==> src/rtl/alu_addsub_arbiter.sv <==
// Two-requester round-robin front end for a shared external adder/subtracter.
// One operation in flight; IDLE -> ISSUE -> CAPTURE -> RESP.
module alu_addsub_arbiter #(
  parameter int WIDTH = 8
) (
  input  logic             clk,
  input  logic             rst_n,
  input  logic             r0_valid,
  input  logic             r0_sub,
  input  logic [WIDTH-1:0] r0_a,
  input  logic [WIDTH-1:0] r0_b,
  output logic             r0_ready,
  output logic             r0_rsp_valid,
  input  logic             r0_rsp_ready,
  input  logic             r1_valid,
  input  logic             r1_sub,
  input  logic [WIDTH-1:0] r1_a,
  input  logic [WIDTH-1:0] r1_b,
  output logic             r1_ready,
  output logic             r1_rsp_valid,
  input  logic             r1_rsp_ready,
  output logic [WIDTH-1:0] add_a,
  output logic [WIDTH-1:0] add_b,
  output logic             add_ctrl,
  input  logic [WIDTH-1:0] add_sum,
  input  logic             add_cout,
  input  logic             add_zero,
  input  logic             add_ovf,
  input  logic             add_neg,
  output logic [WIDTH-1:0] rsp_sum,
  output logic             rsp_cout,
  output logic             rsp_zero,
  output logic             rsp_ovf,
  output logic             rsp_neg,
  output logic             busy,
  output logic             grant_id
);

  typedef enum logic [1:0] {
    S_IDLE,
    S_ISSUE,
    S_CAPT,
    S_RESP
  } state_t;

  state_t r_state;
  state_t w_next;

  logic             r_last;
  logic             r_gid;
  logic [WIDTH-1:0] r_add_a;
  logic [WIDTH-1:0] r_add_b;
  logic             r_add_ctrl;
  logic [WIDTH-1:0] r_sum;
  logic             r_cout;
  logic             r_zero;
  logic             r_ovf;
  logic             r_neg;

  logic w_idle;
  logic w_pick1;
  logic w_acc;
  logic w_done;

  assign w_idle  = (r_state == S_IDLE);
  // r1 wins alone, or on a tie when r0 had the last grant
  assign w_pick1 = r1_valid && (!r0_valid || !r_last);
  assign w_acc   = w_idle && (r0_valid || r1_valid);
  assign w_done  = (r_state == S_RESP) &&
                   (r_gid ? r1_rsp_ready : r0_rsp_ready);

  assign r0_ready = w_idle && r0_valid && !w_pick1;
  assign r1_ready = w_idle && w_pick1;

  always_comb begin
    w_next = r_state;
    unique case (r_state)
      S_IDLE:  if (w_acc) w_next = S_ISSUE;
      S_ISSUE: w_next = S_CAPT;
      S_CAPT:  w_next = S_RESP;
      S_RESP:  if (w_done) w_next = S_IDLE;
      default: w_next = S_IDLE;
    endcase
  end

  always_ff @(posedge clk or negedge rst_n) begin
    if (!rst_n) begin
      r_state <= S_IDLE;
    end else begin
      r_state <= w_next;
    end
  end

  always_ff @(posedge clk or negedge rst_n) begin
    if (!rst_n) begin
      r_last     <= 1'b1;
      r_gid      <= 1'b0;
      r_add_a    <= '0;
      r_add_b    <= '0;
      r_add_ctrl <= 1'b0;
    end else if (w_acc) begin
      r_last     <= w_pick1;
      r_gid      <= w_pick1;
      r_add_a    <= w_pick1 ? r1_a : r0_a;
      r_add_b    <= w_pick1 ? r1_b : r0_b;
      r_add_ctrl <= w_pick1 ? r1_sub : r0_sub;
    end
  end

  always_ff @(posedge clk or negedge rst_n) begin
    if (!rst_n) begin
      r_sum  <= '0;
      r_cout <= 1'b0;
      r_zero <= 1'b0;
      r_ovf  <= 1'b0;
      r_neg  <= 1'b0;
    end else if (r_state == S_CAPT) begin
      r_sum  <= add_sum;
      r_cout <= add_cout;
      r_zero <= add_zero;
      r_ovf  <= add_ovf;
      r_neg  <= add_neg;
    end
  end

  assign r0_rsp_valid = (r_state == S_RESP) && !r_gid;
  assign r1_rsp_valid = (r_state == S_RESP) && r_gid;

  assign add_a    = r_add_a;
  assign add_b    = r_add_b;
  assign add_ctrl = r_add_ctrl;
  assign rsp_sum  = r_sum;
  assign rsp_cout = r_cout;
  assign rsp_zero = r_zero;
  assign rsp_ovf  = r_ovf;
  assign rsp_neg  = r_neg;
  assign busy     = !w_idle;
  assign grant_id = r_gid;

endmodule

==> config.mk <==
export PLATFORM = sky130hd
export DESIGN_NAME = alu_addsub_arbiter
export DESIGN_NICKNAME = d
export VERILOG_FILES = /design/src/rtl/alu_addsub_arbiter.sv
export SDC_FILE = /design/constraint.sdc
export NUM_CORES = 1
export LEC_CHECK = 0
export BUFFER_PORTS_ARGS = -buffer_cell sky130_fd_sc_hd__buf_4
export CAP_MARGIN = 10
export CORE_MARGIN = 4
export CORE_UTILIZATION = 25
export DETAILED_ROUTE_END_ITERATION = 10
export SLEW_MARGIN = 25
export SYNTH_ARGS = -nofsm -noshare
export SYNTH_HDL_FRONTEND = slang
export SYNTH_SLANG_ARGS = --single-unit
==> constraint.sdc <==
create_clock -name clk -period 1.5 [get_ports clk]
set_input_delay 0.15 -clock clk [delete_from_list [all_inputs] [get_ports clk]]
set_output_delay 0.15 -clock clk [all_outputs]
set_load 0.02 [all_outputs]
==> flow_summary.yaml, run 1 <==
yosys:
  synth_most_common_cell: "dfrtp_1"
  post-synth-top-area-fraction_pct: 53.7
  synth_edf_count: 0
  ys_async_sr_fraction_pct: 100
  synth_top_family_by_area: "multiplexers"
  synth-xor-area-share_pct: 0
  synth_top_cell_by_area: "dfrtp_1"
  synthAdderAreaFrac_pct: 3.36
  syn_area_um2: 1490
  synth_seq_cells: 33
  synth_area_leaders: "dfrtp_1, mux2i_1, mux2_2"
  synthTopCellsByCount: "dfrtp_1, mux2i_1, nand2_1"
  netlist_instances: 124
  synth_warnings: 0
  ys_types: 22
  synthesis.nets: 180
  synthFlopType: "dfrtp_1"
  synth_compound_area_share_pct: 8.48
  syn_area_per_cell_um2: 12.0
  synth.yosys.seq_area_share_pct: 55.5
  synth_mux_area_share_pct: 22.6
  synth-simple-area-share_pct: 6.47
power:
  clockPowerShare_pct: 13.4
  p_switching_mw: 1.86
  intPower_mw: 2.98
  peakVddDrop_uv: 792
  pwr-share-comb_pct: 53.4
  power.density_nw_per_um2: 2050
  p_leak_nw: 1.22
  p_sw_share_pct: 38.4
  seqPwrFrac_pct: 33.2
clock_network:
  clockBufferDepth: 2
  clk_latency_ps: 270
  cts.sinks: 33
  cts_made_buffers: 5
  root_buffer: "clkbuf_8"
  cts_tree: "done"
  h-tree-depth: 2
  clk_pin_slew_ps: 60
critical_path:
  arrival_ps: 1290
  crit_slowest_cell: "dfstp_2"
  r2r-start: "r_last$_DFFE_PN1P_"
  startpoint_type: "flip-flop"
  cp-startpoint: "r_last$_DFFE_PN1P_"
  critPathMaxFanout: 4
  path_cells: "a21bo_2 -> and3_4 -> buf_6"
  max_stage_delay_ps: 540
  critPathRequiredTime_ps: 1350
  critPathCaptureType: "output pin"
  crit_type: "reg -> out"
sta:
  tightest_slew_ps: 425
  fin_skew_ps: 3.30
  maxSlewViolCount: 0
  min_period_over_period_pct: 96.0
  hold_ws_ps: 75.4
  period_minus_slack_ps: 1440
  layout_setup_ws_ps: 60.3
  rsz0062_at_grt: "true"
  tns_ps: 0
  max_freq_mhz: 695
  setup_viol: 0
  relSlewSlack_pct: 71.7
  hold_violations: 0
detailed_routing:
  routedWlPerCell_um: 12.3
  drt_pre_antenna_iters: 3
  ant_nets: 0
  drt_iter0_drc: 35
  drc: 0
  viasPerCell: 4.20
  detailroute.via_count: 1210
  wl_um: 3550
final_layout:
  finish.net_count: 272
  antenna_cells: 0
  syn_to_final_growth_pct: 58.7
  drive_above_1_share_pct: 54.6
  fillerInstances: 548
place:
  port_buffers: 86
  globalplace.congestion: 0.701
  dp_slack_ps: 89.3
  dpl.hpwl_um: 2740
floorplanning:
  rows: 27
  die_height_um: 85.2
  fp.dieArea_um2: 7260
  core_area_um2: 5640
  die_x_um: 85.2
  num_io_pins: 87
  initial_core_util_pct: 26.4
worst_hold_path:
  hold_path_class: "in -> reg"
  hold_start: "r0_valid"
flow_run:
  drv_cap: 0
global_route:
  grt_pass1_vias: 1216
  grtUsageMet3_pct: 4.47
  grt_overflow: 0
  grt_pass1_wl_um: 5880
  grt_util_met1_pct: 11.9
  top_usage_layer: "met2"
  grt_max_degree: 36
  grtUsageMet2_pct: 16.5
  grt_antenna_before_repair: 0
  track_usage_pct: 10.1
run_status:
  outcome: "complete, no violations"
metal layers:
layer,share of wire (%),wire [um]
met2,49,1720
met1,40,1410
met5,0,0
met4,1.3,46
met3,10,365
flip-flops by register name, summed over array words and instances, names as in the netlist:
register and flops:
add_a 8, add_b 8, add_ctrl 1, grant_id 1, r_last 1, r_state 2
rsp_cout 1, rsp_neg 1, rsp_ovf 1, rsp_sum 8, rsp_zero 1
layout by cell type (no fill, tap or decap):
cell type / count
a21bo_2: 1
a21o_1: 1
a21oi_1: 1
a22oi_2: 1
a31oi_1: 1
and2_1: 1
and3_4: 1
buf_12: 2
buf_4: 87
buf_6: 1
clkbuf_1: 1
clkbuf_8: 6
dfrtp_1: 32
dfstp_2: 1
dlygate4sd3_1: 1
ha_1: 3
ha_4: 1
inv_1: 1
inv_2: 2
mux2_2: 13
mux2i_1: 19
nand2_1: 17
nor2_1: 2
nor2_2: 1
nor2b_1: 1
o21ai_0: 9
o21ai_1: 8
o21ai_2: 1
power groups by stage:
stage / registers, mW / logic (mW) / clock network [mW]
floorplan: 2.08 / 0.976 / 0
global placement: 1.59 / 2.56 / 0
detailed placement: 1.62 / 2.59 / 0
CTS: 1.61 / 2.64 / 0.688
global route: 1.67 / 2.83 / 0.727
finish: 1.61 / 2.59 / 0.648
logic make-up after synthesis:
| group | Yosys count |
|---|---|
| multiplexers | 32 |
| AO/OA/AOI/OAI | 23 |
| AND/OR/NAND/NOR | 23 |
| adder cells (fa/ha/maj) | 4 |
| flip-flops | 33 |
| buffers and inverters | 9 |
metrics by stage:
stage          power, mW  cell area [um^2]  utilization (%)  std cells
2_1_floorplan       3.05              1490                -        124
3_3_place_gp        4.15              2250             39.8        279
3_5_place_dp        4.21              2250             39.8        279
4_1_cts             4.94              2370             42.0        289
5_1_grt             5.23              2360             41.9        288
6_report            4.84              2360             41.9        288
critical path: cells and delay by family (launching register included):
family | cells | cell delay, ps
AO/OA/AOI/OAI | 1 | 180
AND/OR/NAND/NOR | 1 | 190
buffers and inverters | 1 | 110
flip-flops | 1 | 540
worst paths after layout:
kind | slack, ps | cells after the start | end
hold / removal | 80 | 2 | r_last$_DFFE_PN1P_
hold reg to reg | 480 | 2 | add_a[5]$_DFFE_PN0P_
min in group asynchronous | 360 | 2 | add_b[7]$_DFFE_PN0P_
setup reg to reg | 130 | 4 | add_a[0]$_DFFE_PN0P_
max in group asynchronous | 810 | 2 | r_last$_DFFE_PN1P_
setup / recovery | 60 | 3 | r0_ready
layout make-up:
class	count	area [um^2]	area share (%)
Timing Repair Buffer	91	714	30.2
Multi-Input combinational cell	82	636	26.9
Tap cell	72	90.1	3.81
Inverter	3	11.3	0.476
Sequential cell	33	827	35.0
Clock buffer	7	86.3	3.65
timing repair:
| action | CTS | global route |
|---|---|---|
| hold buffers | 1 | 0 |
| gates resized for setup | 2 | 6 |
| buffers inserted | 2 | 0 |
| pin swaps | 1 | 1 |
| setup endpoints to repair | 2 | 8 |
| hold endpoints to repair | 32 | 0 |
No activity file was read; power rests on OpenSTA's default activity.
==> run 2: changes to the inputs <==
Settings changed: BUFFER_PORTS_ARGS -buffer_cell sky130_fd_sc_hd__buf_4 to -buffer_cell sky130_fd_sc_hd__buf_2, MAX_ROUTING_LAYER set to met4.
==> run 2 against run 1 <==
Compared with the run above:
- combinational power is 9.3% lower
- wire length fell by 3.9%
- via count is 2.0% higher
- critical path type unchanged
- largest cell class unchanged
- largest power group unchanged
==> flow_summary.yaml, run 2 (synthesized netlist as in run 1, its figures left out) <==
sta:
  period_minus_slack_ps: 1490
  tns_ps: 0
  maxSlewViolCount: 0
  relSlewSlack_pct: 72.1
  fin_skew_ps: 3.20
  hold_violations: 0
  setup_viol: 0
  rsz0062_at_grt: "true"
  tightest_slew_ps: 418
  max_freq_mhz: 672
  min_period_over_period_pct: 99.2
final_layout:
  syn_to_final_growth_pct: 46.6
  final_cell_mix: "buf_2, dfrtp_1, mux2i_1"
  antenna_cells: 0
  finish.net_count: 275
  fin_util_pct: 38.7
  final_common_cell: "buf_2"
  drive_above_1_share_pct: 54.3
  fin_area_um2: 2180
  fillerInstances: 555
power:
  peakVddDrop_uv: 773
  p_leak_nw: 1.17
  power.density_nw_per_um2: 2090
  totalPowerFinal_mw: 4.57
detailed_routing:
  wl_um: 3410
  detailroute.via_count: 1234
  routedWlPerCell_um: 11.7
  viasPerCell: 4.24
  ant_nets: 0
  drt_pre_antenna_iters: 4
  drc: 0
  drt_iter0_drc: 42
critical_path:
  critPathCaptureType: "output pin"
  critPathRequiredTime_ps: 1350
  crit_type: "reg -> out"
  startpoint_type: "flip-flop"
  arrival_ps: 1340
  r2r_cells: 5
  critPathMaxFanout: 4
floorplanning:
  rows: 27
  initial_core_util_pct: 26.4
  fp.dieArea_um2: 7260
  die_height_um: 85.2
  num_io_pins: 87
  core_area_um2: 5640
  die_x_um: 85.2
flow_run:
  drv_cap: 0
global_route:
  grt_antenna_before_repair: 0
  grt_pass1_vias: 1321
  grt_pass1_wl_um: 5800
  grt_max_degree: 36
  track_usage_pct: 10.1
  grt_overflow: 0
place:
  port_buffers: 86
  globalplace.congestion: 0.686
  dpl_cell_area_um2: 2040
  dpl.hpwl_um: 2610
clock_network:
  clk_pin_slew_ps: 60
  h-tree-depth: 2
  cts.sinks: 33
  clockBufferDepth: 2
  root_buffer: "clkbuf_8"
  clk_latency_ps: 270
  cts_made_buffers: 5
  cts_tree: "done"
worst_hold_path:
  hold-path-cell-count: 2
  hold_path_class: "in -> reg"
run_status:
  outcome: "complete, no violations"
-- run 2: cell types whose count changed in the layout (fill, tap and decap cells not counted), sizes merged --
cell,delta
buf,+3
-- run 2: worst max-delay path: stages, from the launching register on --
cell and delay, ps:
dfstp_2 530, a21bo_1 140, buf_12 110, and3_4 170, buf_6 110
-- run 2: layout make-up --
type                    count  area [um^2]  share of cell area, %
clock buffers               7         86.3                   3.95
inverters                   3         11.3                  0.515
multi-input cells          82          631                   28.9
flip-flops and latches     33          827                   37.9
well taps                  72         90.1                   4.12
repair buffers             94          539                   24.7
-- run 2: final timing paths --
path                                      startpoint                      to  slack, ps
worst max-delay path              r_last$_DFFE_PN1P_                r0_ready         10
worst min-delay path                      add_sum[3]  rsp_sum[3]$_DFFE_PN0N_        100
worst max register to register    r_last$_DFFE_PN1P_    add_b[0]$_DFFE_PN0P_         70
worst min register to register  add_a[5]$_DFFE_PN0P_    add_a[5]$_DFFE_PN0P_        470
max in group asynchronous                      rst_n      r_last$_DFFE_PN1P_        730
min in group asynchronous                      rst_n    add_b[7]$_DFFE_PN0P_        440
-- run 2: repair_timing --
item | in CTS | in global routing
pin swaps | 1 | 0
hold buffers | 1 | 0
setup buffers | 3 | 0
resized for setup | 6 | 2
gates cloned | 0 | 0
endpoints found under the hold margin | 32 | 0
setup endpoints to repair | 2 | 6
-- run 2: power by group --
group	internal, mW	switching [mW]	total (mW)
combinational	1.03	1.32	2.35
clock	0.363	0.289	0.653
sequential	1.35	0.217	1.57
-- run 2: layer usage --
| metal | wire length (um) | track usage [%] | up-vias |
|---|---|---|---|
| met1 | 1320 | 10.8 | 557 |
| met2 | 1700 | 17.2 | 55 |
| met3 | 355 | 4.17 | 4 |
| met4 | 31 | 3.02 | 0 |
| met5 | 0 | - | - |
| li1 | - | - | 618 |
-- run 2: per-stage QoR --
step                setup WS, ps  hold WS (ps)  std cells
floorplan                    137          -146        124
global placement             145           208        280
detailed placement           115           216        280
CTS                        -5.58          90.9        291
global route               -57.1          93.3        291
finish                      12.5           102        291
